===== src/rtl/serial_frame_rx_pkg.sv =====
// Shared definitions for the serial frame receiver.
// Receiver FSM state encodings.
package serial_frame_rx_pkg;

   typedef enum logic [2:0] {
      ST_IDLE   = 3'd0,
      ST_START  = 3'd1,
      ST_DATA   = 3'd2,
      ST_PARITY = 3'd3,
      ST_STOP   = 3'd4
   } rx_state_t;

endpackage


===== src/rtl/serial_bit_timer.sv =====
// Loadable down-counter pacing serial bit sampling.
// Expires in the cycle the count sits at 0 while enabled.
module serial_bit_timer #(
   parameter int W = 2
) (
   input  logic         clock,
   input  logic         reset,
   input  logic         en,
   input  logic         load,
   input  logic [W-1:0] load_val,
   output logic         expire
);

   logic [W-1:0] count;

   // Load takes priority; otherwise count down and park at 0.
   always_ff @(posedge clock or posedge reset) begin
      if (reset) begin
         count <= '0;
      end else if (load) begin
         count <= load_val;
      end else if (en && count != '0) begin
         count <= count - 1'b1;
      end
   end

   assign expire = en & (count == '0);

endmodule


===== src/rtl/serial_frame_rx.sv =====
// Serial frame receiver: start, LSB-first data, optional
// even parity, stop; words delivered on valid/ready.
module serial_frame_rx
   import serial_frame_rx_pkg::*;
#(
   parameter int DATA_WIDTH = 8,
   parameter int BIT_CYCLES = 4,
   parameter int PARITY_EN  = 1
) (
   input  logic                  clock,
   input  logic                  reset,
   input  logic                  serial_in,
   output logic [DATA_WIDTH-1:0] data_out,
   output logic                  data_valid,
   input  logic                  data_ready,
   output logic                  frame_err,
   output logic                  parity_err,
   output logic                  overrun
);

   localparam int TW = $clog2(BIT_CYCLES);
   localparam int CW = $clog2(DATA_WIDTH + 1);
   localparam logic [TW-1:0] HALF = TW'(BIT_CYCLES / 2 - 1);
   localparam logic [TW-1:0] FULL = TW'(BIT_CYCLES - 1);
   localparam logic [CW-1:0] LAST = CW'(DATA_WIDTH - 1);

   rx_state_t             state, state_nx;
   logic                  prev;
   logic                  tmr_en, tmr_load, expire;
   logic [TW-1:0]         tmr_val;
   logic [CW-1:0]         bit_cnt;
   logic [DATA_WIDTH-1:0] shift_q;
   logic [DATA_WIDTH:0]   shift_ext;
   logic                  par_bad, stop_ok, done;

   assign tmr_en    = (state != ST_IDLE);
   assign shift_ext = {serial_in, shift_q};

   serial_bit_timer #(.W(TW)) u_timer (
      .clock    (clock),
      .reset    (reset),
      .en       (tmr_en),
      .load     (tmr_load),
      .load_val (tmr_val),
      .expire   (expire)
   );

   // State register.
   always_ff @(posedge clock or posedge reset) begin
      if (reset) state <= ST_IDLE;
      else       state <= state_nx;
   end

   // Next state and timer reload decisions.
   always_comb begin
      state_nx = state;
      tmr_load = 1'b0;
      tmr_val  = FULL;
      case (state)
         ST_IDLE: begin
            if (prev && !serial_in) begin
               state_nx = ST_START;
               tmr_load = 1'b1;
               tmr_val  = HALF;
            end
         end
         ST_START: begin
            if (expire) begin
               if (!serial_in) begin
                  state_nx = ST_DATA;
                  tmr_load = 1'b1;
               end else begin
                  state_nx = ST_IDLE;
               end
            end
         end
         ST_DATA: begin
            if (expire) begin
               tmr_load = 1'b1;
               if (bit_cnt == LAST)
                  state_nx = (PARITY_EN != 0) ? ST_PARITY : ST_STOP;
            end
         end
         ST_PARITY: begin
            if (expire) begin
               tmr_load = 1'b1;
               state_nx = ST_STOP;
            end
         end
         ST_STOP: begin
            if (expire) state_nx = ST_IDLE;
         end
         default: state_nx = ST_IDLE;
      endcase
   end

   // Edge detect, shift register, parity and stop capture.
   always_ff @(posedge clock or posedge reset) begin
      if (reset) begin
         prev    <= 1'b1;
         bit_cnt <= '0;
         shift_q <= '0;
         par_bad <= 1'b0;
         stop_ok <= 1'b0;
         done    <= 1'b0;
      end else begin
         prev <= serial_in;
         done <= 1'b0;
         case (state)
            ST_START: begin
               bit_cnt <= '0;
               par_bad <= 1'b0;
            end
            ST_DATA: begin
               if (expire) begin
                  shift_q <= shift_ext[DATA_WIDTH:1];
                  bit_cnt <= bit_cnt + 1'b1;
               end
            end
            ST_PARITY: begin
               if (expire) par_bad <= (^shift_q) ^ serial_in;
            end
            ST_STOP: begin
               if (expire) begin
                  stop_ok <= serial_in;
                  done    <= 1'b1;
               end
            end
            default: ;
         endcase
      end
   end

   // Frame completion: deliver, drop on overrun, or flag errors.
   always_ff @(posedge clock or posedge reset) begin
      if (reset) begin
         data_out   <= '0;
         data_valid <= 1'b0;
         frame_err  <= 1'b0;
         parity_err <= 1'b0;
         overrun    <= 1'b0;
      end else begin
         frame_err  <= 1'b0;
         parity_err <= 1'b0;
         overrun    <= 1'b0;
         if (data_valid && data_ready) data_valid <= 1'b0;
         if (done) begin
            if (!stop_ok) begin
               frame_err  <= 1'b1;
               parity_err <= par_bad;
            end else if (par_bad) begin
               parity_err <= 1'b1;
            end else if (!data_valid || data_ready) begin
               data_out   <= shift_q;
               data_valid <= 1'b1;
            end else begin
               overrun <= 1'b1;
            end
         end
      end
   end

endmodule


===== config.mk =====
export PLATFORM = sky130hd
export DESIGN_NAME = serial_frame_rx
export DESIGN_NICKNAME = d
export VERILOG_FILES = /design/src/rtl/serial_frame_rx_pkg.sv /design/src/rtl/serial_bit_timer.sv /design/src/rtl/serial_frame_rx.sv
export SDC_FILE = /design/constraint.sdc
export NUM_CORES = 1
export LEC_CHECK = 0
export ABC_AREA = 0
export ABC_CLOCK_PERIOD_IN_PS = 2200
export CAP_MARGIN = 10
export CORE_MARGIN = 2
export CORE_UTILIZATION = 55
export CTS_CLUSTER_DIAMETER = 30
export CTS_CLUSTER_SIZE = 12
export DETAILED_ROUTE_END_ITERATION = 6
export DONT_BUFFER_PORTS = 1
export MAX_ROUTING_LAYER = met4
export PLACE_DENSITY_LB_ADDON = 0.12
export SETUP_SLACK_MARGIN = 0.05
export SKIP_CTS_REPAIR_TIMING = 1
export SLEW_MARGIN = 20
export SYNTH_ARGS = -nofsm -noshare
export SYNTH_HDL_FRONTEND = slang
export SYNTH_SLANG_ARGS = --single-unit

===== constraint.sdc =====
create_clock -name clock -period 2.2 [get_ports clock]
set_input_delay 0.22 -clock clock [delete_from_list [all_inputs] [get_ports clock]]
set_output_delay 0.22 -clock clock [all_outputs]
set_load 0.05 [all_outputs]

==> flow_metrics.py <==
metrics = {
    "worst_setup_path": {
        "cp-start-kind": "flip-flop",
        "critical-path-top-delay-family": "simple AND/OR/NAND/NOR gates",
        "r2r_end": "shift_q[0]",
        "cpMaxStageDelayCell": "and4bb_1",
        "critPathCaptureType": "flip-flop",
        "ff2ff_setup_slack_ns": 0.36,
        "critPathArrivalTime_ns": 2.06,
        "required_ns": 2.42,
        "r2r-start": "u_timer.count[0]",
        "max_stage_delay_ns": 0.53,
        "crit_fanout": 12,
        "path_cells": "inv_1, ha_1, and4bb_1, mux2_2",
        "reg2regPathDepth": 4,
        "critical_path_class": "flip-flop to flip-flop",
        "critPathBufInv": 1,
    },
    "clocking": {
        "numCtsBuffers": 5,
        "cts_tree": "done",
        "clk_latency_ns": 0.33,
        "clock_sinks": 33,
        "cts_root_buffer": "clkbuf_4",
        "clockBufferDepth": 2,
        "clk_transition_reported_paths_ns": 0.09,
        "htreeDepth": 2,
    },
    "route": {
        "drc_errors": 0,
        "drtPass1Iterations": 4,
        "vias_per_cell": 5.679,
        "wire_per_inst_um": 14.47,
        "antenna_left": 0,
        "detailedRoute.firstIterationViolations": 16,
        "num_vias": 903,
        "wl_um": 2301,
    },
    "sta": {
        "hold_violations": 0,
        "fin_setup_tns_ns": 0,
        "slew_violations": 0,
        "fin_crit_ns": 1.838,
        "rsz0062_at_grt": "no",
        "finClkSkew_ns": 0.007312,
        "fin_crit_sh_pct": 83.53,
        "slew_headroom_pct": 54.13,
        "max_freq_ghz": 0.5442,
        "setup_viol_count_final": 0,
        "fin_ws_ns": 0.3624,
        "tightest_slew_ns": 0.6872,
    },
    "cells_and_area": {
        "diodes": 0,
        "drive_gt1_share_pct": 25.78,
        "final_nets": 133,
        "fin_cells": 159,
        "area.growth.synth_to_final_pct": 7.337,
        "fill_cells": 223,
    },
    "yosys": {
        "syn_area_um2": 1518,
        "synth_edf_count": 0,
        "synthArstFlopShare_pct": 100.0,
        "avgSynthCellArea_um2": 12.44,
        "synth_ff_type": "dfrtp_1",
        "ys_seq_area_share_pct": 54.49,
        "syn-num-nets": 128,
        "synth_cells": 122,
        "synth-seq-cells": 33,
        "yosys_warnings": 0,
        "synth_cell_type_count": 37,
    },
    "pwr": {
        "p_per_area_nw_per_um2": 1105,
        "ir_drop_mv": 0.7886,
        "leakage_uw": 0.0008176,
    },
    "run_status": {
        "status": "complete, no violations",
    },
    "min_path": {
        "hold_path_startpoint": "serial_in",
        "hold-path-endpoint": "stop_ok",
        "hold_depth": 1,
        "hold_path.class": "input pin to flip-flop",
    },
    "global_route": {
        "gr-usage-all-layers_pct": 17.59,
        "grt_pass1_vias": 905,
        "grt_overflow": 0,
        "grt_max_degree": 20,
        "grt_pass1_wl_um": 3995,
        "antenna_found_initial": 0,
    },
    "floorplan": {
        "fp.dieH_um": 56.53,
        "die_area_um2": 3196,
        "core_area_um2": 2686,
        "ios": 16,
        "num_rows": 19,
        "start_util_pct": 56.50,
        "die_w_um": 56.53,
    },
    "placement": {
        "dp_slack_ns": 0.3774,
        "port_buffers": 0,
        "place_hpwl_um": 1667,
        "gp_congestion": 0.8190,
        "dp.cells": 149,
    },
    "run": {
        "max_cap_viol_count": 0,
    },
}
==> kinds of logic after synthesis <==
group,after synthesis,synth area share [%]
muxes,19,13.93
xor gates and xnor gates,9,6.101
buffers and inverters,10,4.121
AOI/OAI and AO/OA,16,7.173
and+or+nand+nor,33,12.53
adders and majority gates,2,1.649
DFF,33,54.49
==> cell usage in the layout, fill, tap and decap left out, types with 2 or more instances in the layout <==
master / synthesis / final
inv_1: 4 / 4
nand2b_1: 3 / 3
dlygate4sd3_1: 0 / 2
nor3_1: 2 / 2
xor2_1: 3 / 3
clkbuf_4: 0 / 5
dfrtp_1: 32 / 32
ha_1: 2 / 2
nand2_1: 7 / 7
buf_4: 2 / 2
or2_2: 2 / 2
and2_1: 2 / 2
mux2i_1: 2 / 2
nor2_1: 7 / 7
o21ai_1: 2 / 2
mux2_2: 17 / 17
nor2b_1: 2 / 2
a21oi_1: 3 / 3
o21ai_0: 4 / 4
xnor2_1: 5 / 5
==> sequential cells by signal, indices dropped and copies added, names as in the netlist <==
signal and cells:
data_out 8, shift_q 8, bit_cnt 4, state 3
u_timer.count 2, data_valid 1, done 1, frame_err 1
overrun 1, par_bad 1, parity_err 1, prev 1
stop_ok 1
==> per-layer routing <==
metal / vias up / wire, µm / global-route usage [%]
met5: - / 0 / -
met2: 20 / 1058 / 25.91
met3: 6 / 102 / 7.373
met1: 447 / 1093 / 20.52
li1: 430 / - / -
met4: 0 / 46 / 9.184
==> cells in the mapped netlist (all sizes together) (2+ instances only) <==
master | number | area share, %
dfrtp | 32 | 53
o21ai | 6 | 2.0
mux2i | 2 | 1.3
or2 | 2 | 0.82
nor3 | 2 | 0.66
mux2 | 17 | 13
ha | 2 | 1.6
nor2 | 8 | 2.1
buf | 6 | 3.1
inv | 4 | 0.99
a21oi | 4 | 1.6
xnor2 | 5 | 2.9
nor2b | 2 | 0.82
xor2 | 3 | 1.7
nand2 | 7 | 1.7
and2 | 2 | 0.82
nand2b | 3 | 1.2
==> worst max-delay path by stage <==
stage                           from           to  slack [ns]  depth (start not counted)
detailed placement  u_timer.count[0]   shift_q[7]        0.38                          4
global route        u_timer.count[0]   bit_cnt[3]        0.21                          6
floorplan                 data_valid  data_out[0]        0.72                          4
global placement    u_timer.count[0]   shift_q[2]        0.42                          4
CTS                 u_timer.count[0]   bit_cnt[3]        0.36                          6
finish              u_timer.count[0]   shift_q[0]        0.36                          4
==> final cells by class <==
class	instances	area (µm²)	area share, %
sequential	33	827.0	50.77
clock inverter	1	30.03	1.843
inverter	4	15.01	0.9217
timing repair buffer	4	35.03	2.151
multi-input combinational	79	628.1	38.56
tap	31	38.79	2.381
clock buffer	7	55.05	3.379
==> through the flow <==
| step | instance area [µm²] | hold slack, ns | util [%] | total power [µW] |
|---|---|---|---|---|
| after floorplan | 1518 | 0.2245 | - | 1290 |
| after global placement | 1524 | 0.2249 | 56.73 | 1326 |
| after detailed placement | 1524 | 0.2249 | 56.73 | 1353 |
| after CTS | 1609 | -0.1316 | 59.90 | 1819 |
| after global routing | 1629 | 0.002256 | 60.64 | 1922 |
| final | 1629 | 0.03836 | 60.64 | 1800 |
==> power breakdown <==
group / internal, µW / switching (µW) / leakage (µW)
Combinational: 274 / 229 / 0.000327
Clock: 271 / 190 / 0.0000455
Sequential: 702 / 133 / 0.000445
Total: 1250 / 552 / 0.000818
No activity file was read; power rests on OpenSTA's default activity.
